[src/rtl/csr_responder.sv]
// csr_responder: CSR write/set/clear responder holding tohost, mscratch and the cycle/instret counters
//
// Executes CSRRW/CSRRS/CSRRC (register and immediate forms) issued by the
// decode/control stage and returns the pre-write value of the addressed CSR
// for rd writeback. Writes take effect on the clock edge that commits them.
//
// Optional feature macro: CSR_COUNTER_EN
//   defined   : 64-bit cycle/instret counters are built and readable at
//               0xC00/0xC80 (cycle lo/hi) and 0xC02/0xC82 (instret lo/hi).
//   undefined : counters are removed, those addresses read 0, stay
//               read-only, and instr_valid is ignored.
//
// Ports
//   clk          in   1     rising-edge clock
//   rst          in   1     synchronous reset, active-low
//   csr_we       in   1     CSR instruction in execute stage
//   csr_sel      in   1     1 = source is rs1_data, 0 = zero-extended zimm
//   funct3       in   3     x01 RW, x10 RS, x11 RC, x00 no-op
//   csr_addr     in   12    CSR address (instruction[31:20])
//   rs1_data     in   XLEN  forwarded rs1 value
//   zimm         in   5     immediate source (instruction[19:15])
//   instr_valid  in   1     an instruction retires this cycle
//   stall        in   1     pipeline stall; blocks commits and instret
//   csr_rdata    out  XLEN  old value of the addressed CSR (combinational)
//   tohost       out  XLEN  current tohost register
//   tohost_valid out  1     one-cycle pulse after a committed tohost write
//   csr_illegal  out  1     one-cycle pulse after a write to a read-only or
//                           unimplemented CSR
module csr_responder #(
    parameter int unsigned XLEN        = 32,
    parameter logic [11:0] TOHOST_ADDR = 12'h51E
) (
    input  logic            clk,
    input  logic            rst,
    input  logic            csr_we,
    input  logic            csr_sel,
    input  logic [2:0]      funct3,
    input  logic [11:0]     csr_addr,
    input  logic [XLEN-1:0] rs1_data,
    input  logic [4:0]      zimm,
    input  logic            instr_valid,
    input  logic            stall,
    output logic [XLEN-1:0] csr_rdata,
    output logic [XLEN-1:0] tohost,
    output logic            tohost_valid,
    output logic            csr_illegal
);
    localparam logic [11:0] MSCRATCH_ADDR = 12'h340;
    localparam logic [11:0] CYCLE_ADDR    = 12'hC00;
    localparam logic [11:0] CYCLEH_ADDR   = 12'hC80;
    localparam logic [11:0] INSTRET_ADDR  = 12'hC02;
    localparam logic [11:0] INSTRETH_ADDR = 12'hC82;
    logic [XLEN-1:0] tohost_q, tohost_d;
    logic [XLEN-1:0] mscratch_q, mscratch_d;
    logic            tohost_valid_q, tohost_valid_d;
    logic            csr_illegal_q, csr_illegal_d;
    logic            commit, suppress, do_write;
    logic            hit_tohost, hit_mscratch, writable;
    logic [XLEN-1:0] src, old_val, new_val;
    assign commit       = csr_we & ~stall & rst;
    assign src          = csr_sel ? rs1_data : XLEN'(zimm);
    assign hit_tohost   = csr_addr == TOHOST_ADDR;
    assign hit_mscratch = csr_addr == MSCRATCH_ADDR;
    assign writable     = hit_tohost | hit_mscratch;
    // Set/clear with a zero source is a pure read: no state change, no flag.
    assign suppress     = funct3[1] & (src == '0);
    assign do_write     = commit & (funct3[1:0] != 2'b00) & ~suppress;
`ifdef CSR_COUNTER_EN
    logic [63:0] cycle_q, cycle_d;
    logic [63:0] instret_q, instret_d;
    // Full 64-bit adds keep the low/high halves consistent on carry.
    assign cycle_d   = cycle_q + 64'd1;
    assign instret_d = instret_q + {63'd0, instr_valid & ~stall};
    always_ff @(posedge clk) begin
        if (!rst) begin
            cycle_q   <= '0;
            instret_q <= '0;
        end else begin
            cycle_q   <= cycle_d;
            instret_q <= instret_d;
        end
    end
`else
    logic unused_instr_valid;
    assign unused_instr_valid = instr_valid;
`endif
    always_comb begin
        old_val = '0;
        case (csr_addr)
            TOHOST_ADDR:   old_val = tohost_q;
            MSCRATCH_ADDR: old_val = mscratch_q;
`ifdef CSR_COUNTER_EN
            CYCLE_ADDR:    old_val = XLEN'(cycle_q[31:0]);
            CYCLEH_ADDR:   old_val = XLEN'(cycle_q[63:32]);
            INSTRET_ADDR:  old_val = XLEN'(instret_q[31:0]);
            INSTRETH_ADDR: old_val = XLEN'(instret_q[63:32]);
`endif
            default:       old_val = '0;
        endcase
    end
    always_comb begin
        new_val = old_val;
        case (funct3[1:0])
            2'b01:   new_val = src;
            2'b10:   new_val = old_val | src;
            2'b11:   new_val = old_val & ~src;
            default: new_val = old_val;
        endcase
    end
    always_comb begin
        tohost_d       = (do_write && hit_tohost) ? new_val : tohost_q;
        mscratch_d     = (do_write && hit_mscratch) ? new_val : mscratch_q;
        tohost_valid_d = do_write & hit_tohost;
        csr_illegal_d  = do_write & ~writable;
    end
    always_ff @(posedge clk) begin
        if (!rst) begin
            tohost_q       <= '0;
            mscratch_q     <= '0;
            tohost_valid_q <= 1'b0;
            csr_illegal_q  <= 1'b0;
        end else begin
            tohost_q       <= tohost_d;
            mscratch_q     <= mscratch_d;
            tohost_valid_q <= tohost_valid_d;
            csr_illegal_q  <= csr_illegal_d;
        end
    end
    assign csr_rdata    = rst ? old_val : '0;
    assign tohost       = tohost_q;
    assign tohost_valid = tohost_valid_q;
    assign csr_illegal  = csr_illegal_q;
endmodule

[config.mk]
export PLATFORM = sky130hd
export DESIGN_NAME = csr_responder
export DESIGN_NICKNAME = d
export VERILOG_FILES = /design/src/rtl/csr_responder.sv
export SDC_FILE = /design/constraint.sdc
export NUM_CORES = 1
export LEC_CHECK = 0
export BUFFER_PORTS_ARGS = -buffer_cell sky130_fd_sc_hd__buf_2
export CORE_MARGIN = 4
export CORE_UTILIZATION = 53
export DETAILED_ROUTE_END_ITERATION = 10
export GPL_TIMING_DRIVEN = 0
export PLACE_DENSITY = 0.85
export SYNTH_ARGS = -nofsm -noshare
export SYNTH_HDL_FRONTEND = slang
export SYNTH_SLANG_ARGS = --single-unit
[constraint.sdc]
create_clock -name clk -period 3.12 [get_ports clk]
set_input_delay 0.624 -clock clk [delete_from_list [all_inputs] [get_ports clk]]
set_output_delay 0.624 -clock clk [all_outputs]
set_load 0.02 [all_outputs]
Word-level counts from Yosys, hierarchy flattened --
Cells that the tools add are included.
Cells by class: equality and inequality tests 5, muxes and demuxes 4, bitwise logic cells 14, reductions and logical operators 4
Operator list (count):
- 32-bit case mux with 3 select lines | 1
- 32-bit two-way mux | 2
- 32-bit case mux with 2 select lines | 1
- 32-bit AND | 1
- 32-bit zero test | 1
- 32-bit inverter | 1
- 32-bit OR | 1
- 12-bit by 10-bit equality test with 1-bit output (second input constant) | 1
- 12-bit by 11-bit equality test with 1-bit output (second input constant) | 1
- 1-bit AND | 7
- 2-bit equality test (second input constant) | 2
- 1-bit inverter | 3
- 2-bit by 1-bit equality test with 1-bit output (second input constant) | 1
- 1-bit logical AND | 2
- 2-bit nonzero test | 1
- 1-bit OR | 1
Storage, ports and cells: register bits 66, input bits 58, output and inout port bits 66

Longest topological paths before layout --
depth after elaboration 6, depth in mapped cells 9, mapped depth without buffers 5

Worst setup path before layout --
OpenSTA, ideal clock, no wires.
path type input port to output port, start point input csr_addr[7], end point output csr_rdata[22], data arrival time 2.177 ns, required time 2.496 ns, slack 0.319 ns, cell stages on the path 6, buffers on the path 1, cells stage by stage nor4b_4 > nand4b_1 > nor2_2 > buf_2 > a22oi_1 > nor2b_1
On the way: cells in the longest elaborated chain, start to end 3
RTL lines:
- start, declared | RTL line 38 | input logic [11:0] csr_addr,
- 12-bit by 10-bit equality test with 1-bit output / 12-bit by 11-bit equality test with 1-bit output (equally long branches) | RTL line 89 | case (csr_addr)
- 32-bit case mux with 2 select lines (*) | RTL line 89
- 32-bit two-way mux (*) | RTL line 129 | assign csr_rdata = rst ? old_val : '0;
- end, declared | RTL line 43 | output logic [XLEN-1:0] csr_rdata,
Every way passes the cells marked *; elsewhere a longest branch is shown, timed or not.

Final worst setup path --
start point input csr_addr[3], end point output csr_rdata[6]
The elaborated chain is that of the path after synthesis.

==> flow_metrics.tcl <==
set metrics [dict create \
    ys_seq_area_share_pct 31.2 \
    min_period_ps 3040 \
    worst_setup_path_end_kind "output port" \
    nets 737 \
    synth_top_family_by_area "simple AND/OR/NAND/NOR gates" \
    drt_iter0_markers 651 \
    grt_pass1_vias 4819 \
    fin_util_pct 66.7 \
    die-area_um2 9490 \
    vdd_drop_max_mv 0.214 \
    met3_usage_pct 4.09 \
    synthDistinctLibCells 42 \
    synth_ff_type "dfxtp_1" \
    synthXorXnorAreaFrac_pct 0.207 \
    grt_pass1_wl_mm 23.0 \
    antenna_found_initial 0 \
    area_delta_synth_final_pct 22.3 \
    start_util_pct 54.6 \
    place_hpwl_mm 10.1 \
    tightest_slew_ps 642 \
    final_cell_mix "132 x buf_2, 120 x nand2_1, 66 x dfxtp_1, 42 x mux2i_1, 34 x and2_1" \
    finalSetupViolCount 0 \
    worstSkewPairLatency_ps 340 \
    use_met2_pct 48.1 \
    wirelength_mm 14.0 \
    cts_made_buffers 9 \
    reg2reg_depth 4 \
    grt_max_degree 11 \
    row_count 32 \
    hold_violations 0 \
    r2r_slack_ps 1920 \
    fmax_mhz 329 \
    dr.pass1.iters 5 \
    grt_use_total_pct 28.9 \
    gr-total-overflow 0 \
    p_per_area_nw_per_um2 350 \
    status "finished, final reports clean" \
    instances_no_fill 784 \
    cts_buffer_depth 2 \
    route.detailed.wl_per_inst_um 17.9 \
    async_flop_share_pct 0 \
    cts_max_level 3 \
    chipHeight_um 97.4 \
    relSlewSlack_pct 57.0 \
    yosys_warnings 0 \
    viasPerCell 6.19 \
    synth_edf_count 0 \
    final.setup_skew_ps 5.48 \
    synthSimpleGateAreaFrac_pct 26.1 \
    synth_compound_area_share_pct 25.8 \
    p_leak_nw 2.07 \
    cts_root_buf "clkbuf_8" \
    slew_violations 0 \
    num_antenna_cells 0 \
    hold_path_class "flip-flop to flip-flop" \
    drive_gt1_share_pct 23.6 \
    critical_path_arrival_ps 2410 \
    clk_pin_slew_ps 70 \
    via_count 4855 \
    port_buffers 120 \
    whs_path_depth 2 \
    postSynthAreaPerCell_um2 7.76 \
    grt_use_met1_pct 36.8 \
    drv_cap 0 \
    worst_setup_path_start_kind "primary input" \
    ys_seq_elements 66 \
    cts_tree "yes" \
    core-area_um2 7770 \
    drtAntennaViolNets 0 \
    mostFrequentLayoutCell "buf_2" \
    synth_area_um2 4240 \
    clock-sinks 66 \
    power.total_mw 1.81 \
    busiest_layer "met2" \
    synth.area.mux_share_pct 9.92 \
    place_inst 768 \
    min_period_over_period_pct 97.3 \
    cp_max_fo 10 \
    path_class "primary input to output port" \
    drc 0 \
    synth_nets 604 \
    gp_congestion 0.907 \
    boundaryPins 124 \
    synth_fa_ha_area_share_pct 0 \
    required_ps 2500 \
    syn_inst 546 \
    dieWidth_um 97.4 \
]
-- final timing paths --
path                               startpoint            end
worst min-delay path            mscratch_q[1]  mscratch_q[1]
worst max-delay path              csr_addr[3]   csr_rdata[6]
worst max register to register      tohost[3]  mscratch_q[3]
worst min register to register  mscratch_q[1]  mscratch_q[1]
-- state kept, by name (all words and copies together), names as in the netlist --
signal,count
csr_illegal,1
mscratch_q,32
tohost,32
tohost_valid,1
-- area by class of cell --
class / count / area, um2
Buffer: 52 / 249
Timing Repair Buffer: 122 / 616
Fill cell: 678 / 2580
Tap cell: 102 / 128
Sequential cell: 66 / 1320
Multi-Input combinational cell: 417 / 2640
Inverter: 11 / 41.3
Clock inverter: 3 / 40.0
Clock buffer: 11 / 151
-- Yosys cell counts, drive strengths merged (6+ instances only) --
library cell / n / share of area (%)
a21o: 6 / 1.1
a21oi: 28 / 3.4
a22oi: 27 / 4.8
a32o: 27 / 6.4
and2: 34 / 5.0
buf: 21 / 3.0
clkbuf: 31 / 2.7
dfxtp: 66 / 31
inv: 10 / 0.89
mux2i: 42 / 9.9
nand2: 120 / 11
nor2: 9 / 1.0
nor2b: 27 / 4.0
nor4: 8 / 1.2
o21ai: 27 / 3.2
o22ai: 27 / 4.0
-- layer usage --
metal	wire length [um]	up-vias	share of wire [%]
met2	6730	339	48
met4	422	0	3.0
met5	0	-	0
li1	-	2230	-
met3	1430	47	10
met1	5450	2239	39
-- cells by family (layout without fill, tap and decap cells) --
| kind of cell | count (synthesis) | after routing |
|---|---|---|
| simple gates | 218 | 218 |
| compound gates | 156 | 156 |
| flops | 66 | 66 |
| buf+inv | 63 | 199 |
| mux | 42 | 42 |
| xor+xnor | 1 | 1 |
-- critical path, cell delays in order --
cell     delay [ps]
buf_2           120
nor4b_2         360
and4b_1         240
buf_2           250
buf_2           320
a22oi_1         130
nor2b_1         170
buf_2           190
-- repair_timing --
action / in CTS / in global routing
setup endpoints to repair: 27 / 17
hold buffers: 0 / 0
resized for setup: 3 / 2
pin swaps: 1 / 1
setup buffers: 1 / 1
-- per-stage QoR --
step	instance area (um2)	TNS, ps	hold slack (ps)	worst slack (ps)
floorplan	4240	0	435	319
global placement	4970	-3620	445	-225
detailed placement	4970	-4820	453	-275
CTS	5170	0	463	20.0
global route	5180	-4.40	483	-4.40
finish	5180	0	459	83.7
-- power by group --
part / switching [mW] / internal (mW)
registers: 0.0000947 / 0.842
clock network: 0.331 / 0.402
logic: 0.147 / 0.0889
Note: power is estimated with default switching activity, not from simulation.
